$ cat src/rtl/axi_ax_arbiter_if.sv
// Address-channel arbiter bundle: master requests, slave ready, granted-path
// data handshake in; one-hot grant, gated per-master readies, status out.
// Ports: slave modport = arbiter side, master modport = requester/driver side.
interface axi_ax_arbiter_if #(
  parameter int LEN_W = 4
);
  logic             AXVALID_M0;
  logic             AXVALID_M1;
  logic             AXREADY_S;
  logic [LEN_W-1:0] AXLEN;
  logic             DVALID;
  logic             DREADY;
  logic             DLAST;
  logic [1:0]       gnt;
  logic             AXREADY_M0;
  logic             AXREADY_M1;
  logic             busy;
  logic             len_err;

  modport slave (
    input  AXVALID_M0, AXVALID_M1, AXREADY_S, AXLEN, DVALID, DREADY, DLAST,
    output gnt, AXREADY_M0, AXREADY_M1, busy, len_err
  );

  modport master (
    output AXVALID_M0, AXVALID_M1, AXREADY_S, AXLEN, DVALID, DREADY, DLAST,
    input  gnt, AXREADY_M0, AXREADY_M1, busy, len_err
  );
endinterface

$ cat src/rtl/axi_ax_arbiter.sv
// Two-master AXI3 address-channel arbiter; grant held from address accept to last data beat.
// Latency: request sampled in cycle N -> registered gnt in N+1; AxREADY is combinational from gnt.
// Backpressure: AXREADY_S passes only to the granted master in ADDR; data path is never stalled here.
//
// Ports: ACLK, ARESETn (sync active-low); bus (slave modport): AXVALID_M0/M1, AXREADY_S, AXLEN,
// DVALID/DREADY/DLAST of the granted path in; gnt (one-hot), AXREADY_M0/M1, busy, len_err out.
// Build option: define AXI_ARB_RR_EN for round-robin on ties; otherwise M0 has fixed priority.
module axi_ax_arbiter #(
  parameter int LEN_W = 4
) (
  input  logic                   ACLK,
  input  logic                   ARESETn,
  axi_ax_arbiter_if.slave        bus
);

  typedef enum logic [1:0] {
    IDLE = 2'd0,
    ADDR = 2'd1,
    DATA = 2'd2
  } state_t;

  state_t           state;
  logic [1:0]       gnt_q;
  logic             last_owner;   // 0 = M0 owned the previous burst, 1 = M1
  logic [LEN_W-1:0] len_q;
  logic [LEN_W-1:0] beat_cnt;
  logic             err_seen;
  logic             busy_q;
  logic             len_err_q;

  logic [1:0]       win;
  logic             req_any;
  logic             addr_hs;
  logic             beat;
  logic             len_bad;

  assign req_any = bus.AXVALID_M0 | bus.AXVALID_M1;

  // Winner for the IDLE -> ADDR transition.
  always_comb begin
    win = 2'b00;
    if (bus.AXVALID_M0 && !bus.AXVALID_M1) begin
      win = 2'b01;
    end else if (bus.AXVALID_M1 && !bus.AXVALID_M0) begin
      win = 2'b10;
    end else if (bus.AXVALID_M0 && bus.AXVALID_M1) begin
`ifdef AXI_ARB_RR_EN
      // Tie goes to whoever did not own the previous burst.
      win = last_owner ? 2'b01 : 2'b10;
`else
      win = 2'b01;
`endif
    end
  end

  // Address handshake only counts for the granted master's valid.
  assign addr_hs = (state == ADDR) && bus.AXREADY_S &&
                   ((gnt_q[0] && bus.AXVALID_M0) || (gnt_q[1] && bus.AXVALID_M1));

  assign beat = (state == DATA) && bus.DVALID && bus.DREADY;

  // Early DLAST, or the expected last beat arriving without DLAST.
  assign len_bad = bus.DLAST ? (beat_cnt != len_q) : (beat_cnt == len_q);

  always_ff @(posedge ACLK) begin
    if (!ARESETn) begin
      state      <= IDLE;
      gnt_q      <= 2'b00;
      last_owner <= 1'b1;
      len_q      <= '0;
      beat_cnt   <= '0;
      err_seen   <= 1'b0;
      busy_q     <= 1'b0;
      len_err_q  <= 1'b0;
    end else begin
      len_err_q <= 1'b0;
      case (state)
        IDLE: begin
          if (req_any) begin
            gnt_q  <= win;
            state  <= ADDR;
            busy_q <= 1'b1;
          end
        end
        ADDR: begin
          if (addr_hs) begin
            len_q    <= bus.AXLEN;
            beat_cnt <= '0;
            err_seen <= 1'b0;
            state    <= DATA;
          end
        end
        DATA: begin
          if (beat) begin
            beat_cnt <= beat_cnt + LEN_W'(1);
            if (len_bad && !err_seen) begin
              len_err_q <= 1'b1;
              err_seen  <= 1'b1;
            end
            // Release is tied to DLAST only; a length mismatch never frees the grant early.
            if (bus.DLAST) begin
              state      <= IDLE;
              gnt_q      <= 2'b00;
              busy_q     <= 1'b0;
              last_owner <= gnt_q[1];
            end
          end
        end
        default: begin
          state  <= IDLE;
          gnt_q  <= 2'b00;
          busy_q <= 1'b0;
        end
      endcase
    end
  end

  assign bus.gnt        = gnt_q;
  assign bus.busy       = busy_q;
  assign bus.len_err    = len_err_q;
  // Ready reaches a master only while its address is pending; DATA keeps both at 0.
  assign bus.AXREADY_M0 = bus.AXREADY_S && gnt_q[0] && (state == ADDR);
  assign bus.AXREADY_M1 = bus.AXREADY_S && gnt_q[1] && (state == ADDR);

endmodule

$ cat src/flat_wrapper.sv
// flat-port wrapper written by rule: the top's interface ports become plain ports
module axi_ax_arbiter_flat 
#(
  parameter int LEN_W = 4
)
  (ACLK, ARESETn, bus_AXVALID_M0, bus_AXVALID_M1, bus_AXREADY_S, bus_AXLEN, bus_DVALID, bus_DREADY, bus_DLAST, bus_gnt, bus_AXREADY_M0, bus_AXREADY_M1, bus_busy, bus_len_err);
  axi_ax_arbiter_if #(.LEN_W(LEN_W)) bus_i ();
  input  logic ACLK;
  input  logic ARESETn;
  input wire logic [$bits(bus_i.AXVALID_M0)-1:0] bus_AXVALID_M0;
  input wire logic [$bits(bus_i.AXVALID_M1)-1:0] bus_AXVALID_M1;
  input wire logic [$bits(bus_i.AXREADY_S)-1:0] bus_AXREADY_S;
  input wire logic [$bits(bus_i.AXLEN)-1:0] bus_AXLEN;
  input wire logic [$bits(bus_i.DVALID)-1:0] bus_DVALID;
  input wire logic [$bits(bus_i.DREADY)-1:0] bus_DREADY;
  input wire logic [$bits(bus_i.DLAST)-1:0] bus_DLAST;
  output wire logic [$bits(bus_i.gnt)-1:0] bus_gnt;
  output wire logic [$bits(bus_i.AXREADY_M0)-1:0] bus_AXREADY_M0;
  output wire logic [$bits(bus_i.AXREADY_M1)-1:0] bus_AXREADY_M1;
  output wire logic [$bits(bus_i.busy)-1:0] bus_busy;
  output wire logic [$bits(bus_i.len_err)-1:0] bus_len_err;
  assign bus_i.AXVALID_M0 = bus_AXVALID_M0;
  assign bus_i.AXVALID_M1 = bus_AXVALID_M1;
  assign bus_i.AXREADY_S = bus_AXREADY_S;
  assign bus_i.AXLEN = bus_AXLEN;
  assign bus_i.DVALID = bus_DVALID;
  assign bus_i.DREADY = bus_DREADY;
  assign bus_i.DLAST = bus_DLAST;
  assign bus_gnt = bus_i.gnt;
  assign bus_AXREADY_M0 = bus_i.AXREADY_M0;
  assign bus_AXREADY_M1 = bus_i.AXREADY_M1;
  assign bus_busy = bus_i.busy;
  assign bus_len_err = bus_i.len_err;
  axi_ax_arbiter #(.LEN_W(LEN_W)) u_core (.ACLK(ACLK), .ARESETn(ARESETn), .bus(bus_i));
endmodule
$ cat config.mk
export PLATFORM = sky130hd
export DESIGN_NAME = axi_ax_arbiter_flat
export DESIGN_NICKNAME = d
export VERILOG_FILES = /design/src/rtl/axi_ax_arbiter_if.sv /design/src/rtl/axi_ax_arbiter.sv /design/src/flat_wrapper.sv
export SDC_FILE = /design/constraint.sdc
export NUM_CORES = 1
export LEC_CHECK = 0
export CORE_MARGIN = 10
export CORE_UTILIZATION = 46
export CTS_CLUSTER_SIZE = 40
export DETAILED_ROUTE_END_ITERATION = 16
export GPL_TIMING_DRIVEN = 1
export PLACE_DENSITY = 0.75
export SKIP_CTS_REPAIR_TIMING = 1
export SYNTH_ARGS = -nofsm -noshare
export SYNTH_HDL_FRONTEND = slang
export SYNTH_SLANG_ARGS = --single-unit
$ cat constraint.sdc
create_clock -name ACLK -period 1.67 [get_ports ACLK]
set_input_delay 0.334 -clock ACLK [delete_from_list [all_inputs] [get_ports ACLK]]
set_output_delay 0.334 -clock ACLK [all_outputs]
set_load 0.02 [all_outputs]
; Word-level counts from Yosys, hierarchy flattened
; Index checks and enable logic that the tools add are counted.
[totals]
output_inout_bits = 6
reg_bits = 15
elab_cells = 68
[classes]
bitwise = 2
n_eq_ne = 9
reduce_logical = 26
n_addsub = 1
muxes = 23
[ops]
columns = op, count
row1 = $logic_and A1 B1 Y1, 14
row2 = $mux W2, 7
row3 = $pmux W2 S3, 2
row4 = $reduce_and A4 Y1, 3
row5 = $mux W1, 9
row6 = $mux W4, 2
row7 = $pmux W4 S2, 1
row8 = $ne A2 B1 Y1 const B, 3
row9 = $reduce_and A3 Y1, 2
row10 = $add A4 B1 Y4 const B, 1
row11 = $eq A4 B4 Y1, 1
row12 = $ne A2 B2 Y1 const B, 2
row13 = $ne A4 B4 Y1, 1
row14 = $logic_not A1 Y1, 3
row15 = $pmux W1 S3, 1
row16 = $eq A2 B1 Y1 const B, 1
row17 = $eq A2 B2 Y1 const B, 1
row18 = $logic_not A2 Y1, 1
row19 = $pmux W1 S2, 1
row20 = $reduce_and A2 Y1, 1
row21 = $reduce_bool A2 Y1, 1
row22 = $logic_or A1 B1 Y1, 1
row23 = $not A1 Y1, 1
row24 = $or A1 B1 Y1, 1

; Depth between registers and ports, before layout
; Gate-level depths: netlist (run 1).
[depth]
ltp_word = 6
depth_mapped = 5
depth_no_buf = 4

; Least setup slack after synthesis (run 1)
; No wires, ideal clock.
[synth_timing]
kind = register -> register
startpoint = reg u_core.beat_cnt[0]
endpoint = reg u_core.len_err_q, in the netlist u_core.bus.len_err
arrival_time_ns = 1.123
setup_slack_ns = 0.459
setup_ns = 0.087
n_path_buf = 0
path_stages_with_launch = 5
cell_sequence = dfxtp_1 xor2_1 nor4_4 xnor2_1 nor4b_2
[synth_between]
elab_chain_len = 4
elab_cells_between_ends = 5
[synth_lines]
columns = element, line
row1 = "start, declared", axi_ax_arbiter.sv:26  ; logic [LEN_W-1:0] beat_cnt;
row2 = "start signal, assigned", axi_ax_arbiter.sv:95  ; beat_cnt <= beat_cnt + LEN_W'(1);
row3 = $eq A4 B4 Y1 / $ne A4 B4 Y1 (equally long branches), axi_ax_arbiter.sv:63  ; assign len_bad = bus.DLAST ? (beat_cnt != len_q) : (beat_cnt == len_q);
row4 = $mux W1 *, axi_ax_arbiter.sv:63
row5 = $logic_and A1 B1 Y1 *, axi_ax_arbiter.sv:96  ; if (len_bad && !err_seen) begin
row6 = $mux W1 *, axi_ax_arbiter.sv:96
row7 = "end signal, assigned", axi_ax_arbiter.sv:74  ; len_err_q <= 1'b0;
row8 = "end signal, assigned", axi_ax_arbiter.sv:76  ; len_err_q <= 1'b0;
row9 = "end signal, assigned", axi_ax_arbiter.sv:97  ; len_err_q <= 1'b1;
row10 = "end, declared", axi_ax_arbiter.sv:29  ; logic len_err_q;
; Mark *: on every way between the ends. The rest lies on a longest branch, timed or not.
; A chain may end at the register's enable or synchronous reset.

; Worst setup path in the final report (run 1)
[layout_timing]
startpoint = in bus_AXREADY_S
endpoint = out bus_AXREADY_M1
[layout_between]
elab_chain_len = 2
[layout_lines]
columns = element, line
row1 = "start, declared", flat_wrapper.sv:12  ; input wire logic [$bits(bus_i.AXREADY_S)-1:0] bus_AXREADY_S;
row2 = $logic_and A1 B1 Y1 (2 in series), axi_ax_arbiter.sv:123  ; assign bus.AXREADY_M1 = bus.AXREADY_S && gnt_q[1] && (state == ADDR);
row3 = "end, declared", flat_wrapper.sv:19  ; output wire logic [$bits(bus_i.AXREADY_M1)-1:0] bus_AXREADY_M1;
; No other way between the ends.

==> results of run 1 <==
-- logic make-up (layout without fill, tap and decap cells) --
family / count (synthesis) / in the layout / synth area share
simple gates: 42 / 42 / 0.348
flops: 15 / 15 / 0.411
compound gates: 13 / 13 / 0.122
xor+xnor: 7 / 7 / 0.0839
buf+inv: 3 / 26 / 0.0188
fa+ha+maj: 1 / 1 / 0.0171
-- layout by cell type (no fill, tap or decap), types with 2 or more instances in the layout --
master / count
nand2_1: 18
nand4b_1: 3
clkbuf_2: 2
and2_1: 4
clkdlybuf4s50_1: 15
nor4b_2: 2
xor2_1: 6
nand3_1: 4
clkbuf_4: 3
buf_4: 5
a21boi_1: 5
a21boi_0: 2
nor2_1: 3
o21ai_1: 2
dfxtp_1: 15
-- synth_stat cells --
library cell,count
nor4b_2,2
nand2b_2,1
nor3b_1,1
nor4_4,1
a21oi_1,1
nor2_1,3
xnor2_1,1
dfxtp_1,15
nand4b_1,3
nand4_1,1
buf_2,2
ha_1,1
o21ai_1,2
and3b_1,1
a21boi_1,5
clkbuf_1,1
o21a_1,1
o21ai_0,1
nor3_1,1
xor2_1,6
nand2_1,18
a22o_1,1
nand3_1,4
and2_1,4
a21boi_0,2
and4b_1,1
and3_1,1
-- worst max-delay path by stage --
stage / start / end / slack [ps] / cells after the start
floorplan: u_core.beat_cnt[0]$_SDFFE_PN0P_ / u_core.bus.len_err$_SDFF_PN0_ / 460 / 4
global placement: bus_AXREADY_S / bus_AXREADY_M1 / -370 / 4
detailed placement: bus_AXREADY_S / bus_AXREADY_M1 / -370 / 4
CTS: bus_AXREADY_S / bus_AXREADY_M1 / -370 / 4
global route: u_core.bus.gnt[0]$_SDFFE_PN0P_ / bus_gnt[0] / 3 / 1
finish: bus_AXREADY_S / bus_AXREADY_M1 / 70 / 4
-- per-stage QoR --
stage | hold slack, ps | worst slack (ps) | area, sq um | TNS, ps | power (uW)
2_1_floorplan | 415 | 459 | 731 | 0 | 436
3_3_place_gp | 425 | -366 | 945 | -731 | 495
3_5_place_dp | 427 | -375 | 945 | -748 | 497
4_1_cts | 440 | -375 | 971 | -748 | 694
5_1_grt | 448 | 2.63 | 961 | 0 | 728
6_report | 440 | 73.5 | 961 | 0 | 685
-- final cells by class --
class,count,area share
multi-input cells,63,0.434
flip-flops and latches,15,0.312
repair buffers,22,0.206
clock buffers,4,0.0273
well taps,16,0.0208
-- power by group through the flow --
stage	Combinational (uW)	Sequential (uW)	Clock, uW
2_1_floorplan	43.4	392	0
3_3_place_gp	111	383	0
3_5_place_dp	114	383	0
4_1_cts	114	375	205
5_1_grt	122	377	229
6_report	111	375	200
-- sequential cells by signal, summed over array words and instances (netlist names) --
register,flops
u_core.beat_cnt,4
u_core.bus.busy,1
u_core.bus.gnt,2
u_core.bus.len_err,1
u_core.err_seen,1
u_core.len_q,4
u_core.state,2
-- worst max-delay path, cell delays in order --
cell             delay [ps]
clkdlybuf4s50_1         450
and3b_1                 190
and2_1                  130
clkbuf_2                160
-- metal layers --
metal | global-route usage | wire [microns]
met2 | 0.156 | 715
met4 | 0.0288 | 10
met5 | 0 | 0
met1 | 0.0883 | 629
met3 | 0.0424 | 107
==> flow_summary.yaml, run 1 <==
grt:
  overflow: 0
  grt_max_degree: 17
  grt_usage: 0.0884
  antenna_found_initial: 0
  grt_pass1_vias: 610
  grt_pass1_wl_mm: 2.53
synthesis:
  synth_top_area_cell: "dfxtp_1"
  synth_area_per_cell_sq_um: 9.02
  synth_area_sq_um: 731
  synthCells: 81
  ys_top_cells_by_area: "dfxtp_1, nand2_1, xor2_1"
  synth-seq-cells: 15
  synth_top_cell_area_share: 0.411
  synth-warning-count: 0
  seq_area_frac_synth: 0.411
  syn_nets: 94
  synth_cell_type_count: 27
final_layout:
  seqCellArea_sq_um: 300
  nets: 118
  fillers: 136
  stdcell_count: 120
  multiInputGateArea_sq_um: 417
  syn_to_final_growth_pct: 31.5
  layout-drive-gt1-share: 0.135
  antenna_cells: 0
  post-route-util: 0.638
run:
  drv_cap: 0
critical_path:
  path_max_fanout: 4
  crit_required_ps: 1340
  r2r-end: "u_core.bus.len_err$_SDFF_PN0_"
  reg2reg_slack_ps: 340
  r2r_start: "u_core.beat_cnt[0]$_SDFFE_PN0P_"
  endpoint_kind: "output port"
  crit_type: "input pin to output port"
  r2r_cells: 4
  crit_path_start_kind: "input pin"
  worstPathArrival_ps: 1260
hold_path:
  hp-class: "flip-flop to flip-flop"
  hold_depth: 1
  min_to: "u_core.bus.len_err$_SDFF_PN0_"
  hold_path.startpoint: "u_core.err_seen$_SDFFE_PN0P_"
die:
  coreArea_sq_um: 1510
  dieArea_sq_um: 3580
  initial_core_util: 0.485
  die_h_microns: 59.9
  die_w_microns: 59.9
  pin_count: 18
  rows: 14
detailed_routing:
  postRouteAntennaNets: 0
  wl_per_cell_microns: 12.2
  dr_total_vias: 625
  wl_mm: 1.46
  drtIter0Drc: 5
  viasPerCell: 5.21
  first_pass_iters: 4
  drc: 0
clocking:
  clockBufferDepth: 2
  path_clk_slew_ps: 80
  htreeDepth: 1
  cts_tree: "built"
  root_buffer: "clkbuf_4"
  numCtsBuffers: 3
  clock_sinks: 15
  clk_latency_ps: 270
pwr:
  seqPwrFrac: 0.547
  power_switching_uw: 162
  power_density_nw_per_um2: 713
  clockPowerShare: 0.291
  intPower_uw: 523
  irDropWorstVdd_v: 0.000384
  power_leakage_uw: 0.000402
  swShare: 0.237
  combPwrFrac: 0.161
status:
  status: "complete, no violations"
placed_design:
  numPortBuffers: 17
  routabilityCongestion: 0.715
  place_hpwl_mm: 1.19
  dpl.cell_count: 116
timing:
  fmax_mhz: 626
  slew_headroom: 0.681
  hold_viol: 0
  min_period_ps: 1600
  rsz0062_at_grt: "no"
  setup_viol_count_final: 0
  tightest_slew_ps: 478
  finalCritPeriodShare: 0.956
  fin_worst_skew_ps: 4.10
  drv_slew: 0
Power figures use the tool's default switching activity.
==> run 2: changes to the inputs <==
RECOVER_POWER = 50   (was not set)
==> run 2 against run 1 <==
Effect of this change:
- clock skew is 1.5 ps lower
- total power is 0.37% lower
- utilization is 0.25 points lower
- sequential power hardly changed
- die area stayed put
- cell area is 0.39% lower
- clock-buffer cell count stayed put
- final cell count stayed put
- non-clock buffer count stayed put
- via count is 0.32% lower
- first-iteration DRC count is 20% lower
- largest cell class unchanged
- highest routed layer unchanged
==> flow_summary.yaml, run 2 (synthesis gave the netlist of run 1 again) <==
critical_path:
  slowest_stage: "clkdlybuf4s50_1"
  endpoint_kind: "output port"
  critPathMaxStageDelay_ps: 450
  crit_type: "input pin to output port"
  cp_top_family: "buffers and inverters"
  worstPathArrival_ps: 1270
  critPathBufInv: 2
  path_max_fanout: 4
  crit_required_ps: 1340
  crit_chain: "clkdlybuf4s50_1 > and3b_1 > and2_1 > clkbuf_2"
  crit_path_start_kind: "input pin"
detailed_routing:
  viasPerCell: 5.19
  wl_mm: 1.47
  dr_total_vias: 623
  postRouteAntennaNets: 0
  drc: 0
  wl_per_cell_microns: 12.2
  drtIter0Drc: 4
  first_pass_iters: 4
die:
  coreArea_sq_um: 1510
  initial_core_util: 0.485
  die_w_microns: 59.9
  rows: 14
  pin_count: 18
  die_h_microns: 59.9
  dieArea_sq_um: 3580
run:
  drv_cap: 0
timing:
  hold_viol: 0
  finalCritPeriodShare: 0.958
  min_period_ps: 1600
  setup_ws_ps: 70.1
  hold_ws_ps: 440
  rsz0062_at_grt: "no"
  slew_headroom: 0.671
  drv_slew: 0
  fin_worst_skew_ps: 2.57
  tightest_slew_ps: 491
  fmax_mhz: 625
  setup_viol_count_final: 0
clocking:
  clock_sinks: 15
  path_clk_slew_ps: 80
  numCtsBuffers: 3
  cts_tree: "built"
  root_buffer: "clkbuf_4"
  clockBufferDepth: 2
  clk_latency_ps: 270
  htreeDepth: 1
final_layout:
  reg_top3: "u_core.beat_cnt x4, u_core.len_q x4"
  nets: 118
  layout-drive-gt1-share: 0.125
  syn_to_final_growth_pct: 31.0
  final_common_cell: "nand2_1"
  stdcell_count: 120
  final_area_sq_um: 957
  post-route-util: 0.635
  layout_common_cells: "nand2_1, dfxtp_1, clkdlybuf4s50_1"
  antenna_cells: 0
grt:
  grt_max_degree: 17
  grt_pass1_wl_mm: 2.53
  grt_usage: 0.0884
  overflow: 0
  grt_pass1_vias: 610
  antenna_found_initial: 0
placed_design:
  place_area_sq_um: 945
  routabilityCongestion: 0.715
  numPortBuffers: 17
  dpl.cell_count: 116
  dp_slack_ps: -375
  place_hpwl_mm: 1.19
pwr:
  power_density_nw_per_um2: 713
  irDropWorstVdd_v: 0.000379
  power_leakage_uw: 0.000395
hold_path:
  hp-class: "flip-flop to flip-flop"
status:
  status: "complete, no violations"
==> run 2: cell types whose count changed in the layout (fill, tap and decap cells not counted) <==
cell | before | now
o21ai_1 | 2 | 1
o21ai_0 | 1 | 2
dlygate4sd3_1 | 0 | 2
buf_4 | 5 | 4
and2_0 | 0 | 1
a21boi_0 | 2 | 6
clkdlybuf4s50_1 | 15 | 13
clkbuf_1 | 1 | 2
and2_1 | 4 | 3
a21boi_1 | 5 | 1
==> run 2: metrics by stage <==
| step | power, uW | setup TNS (ps) |
|---|---|---|
| after detailed placement | 497 | -748 |
| after global routing | 726 | 0 |
| after global placement | 495 | -731 |
| final | 683 | 0 |
| after floorplan | 436 | 0 |
| after CTS | 694 | -748 |
==> run 2: power breakdown <==
| group | internal [uW] | total, uW | switching (uW) | leakage [uW] |
|---|---|---|---|---|
| Clock | 92.3 | 199 | 106 | 0.0000150 |
| Sequential | 368 | 375 | 6.70 | 0.000122 |
| Combinational | 61.0 | 109 | 48.1 | 0.000258 |
| Total | 522 | 683 | 161 | 0.000395 |
==> run 2: cell type report <==
type | instances | area, sq um
Clock buffer | 4 | 26.3
Fill cell | 136 | 549
Multi-Input combinational cell | 63 | 417
Sequential cell | 15 | 300
Tap cell | 16 | 20.0
Timing Repair Buffer | 22 | 194
==> run 2: worst register-to-register path, cell delays in order, from the launching register on <==
cell and delay, ps:
dfxtp_1 360, xor2_1 190, nor4_4 350, xnor2_1 120
nor4b_2 230
==> run 2: path summary, 6_finish.rpt <==
kind | startpoint | cells after the start | slack (ps) | end
worst min-delay path | u_core.err_seen$_SDFFE_PN0P_ | 1 | 440 | u_core.bus.len_err$_SDFF_PN0_
worst max-delay path | bus_AXREADY_S | 4 | 70 | bus_AXREADY_M1
worst max register to register | u_core.beat_cnt[0]$_SDFFE_PN0P_ | 4 | 340 | u_core.bus.len_err$_SDFF_PN0_
worst min register to register | u_core.err_seen$_SDFFE_PN0P_ | 1 | 440 | u_core.bus.len_err$_SDFF_PN0_
==> run 2: per-layer routing <==
metal	wire length, microns	global-route usage
met5	0	0
met4	10	0.0288
met3	107	0.0424
met2	717	0.156
met1	633	0.0883
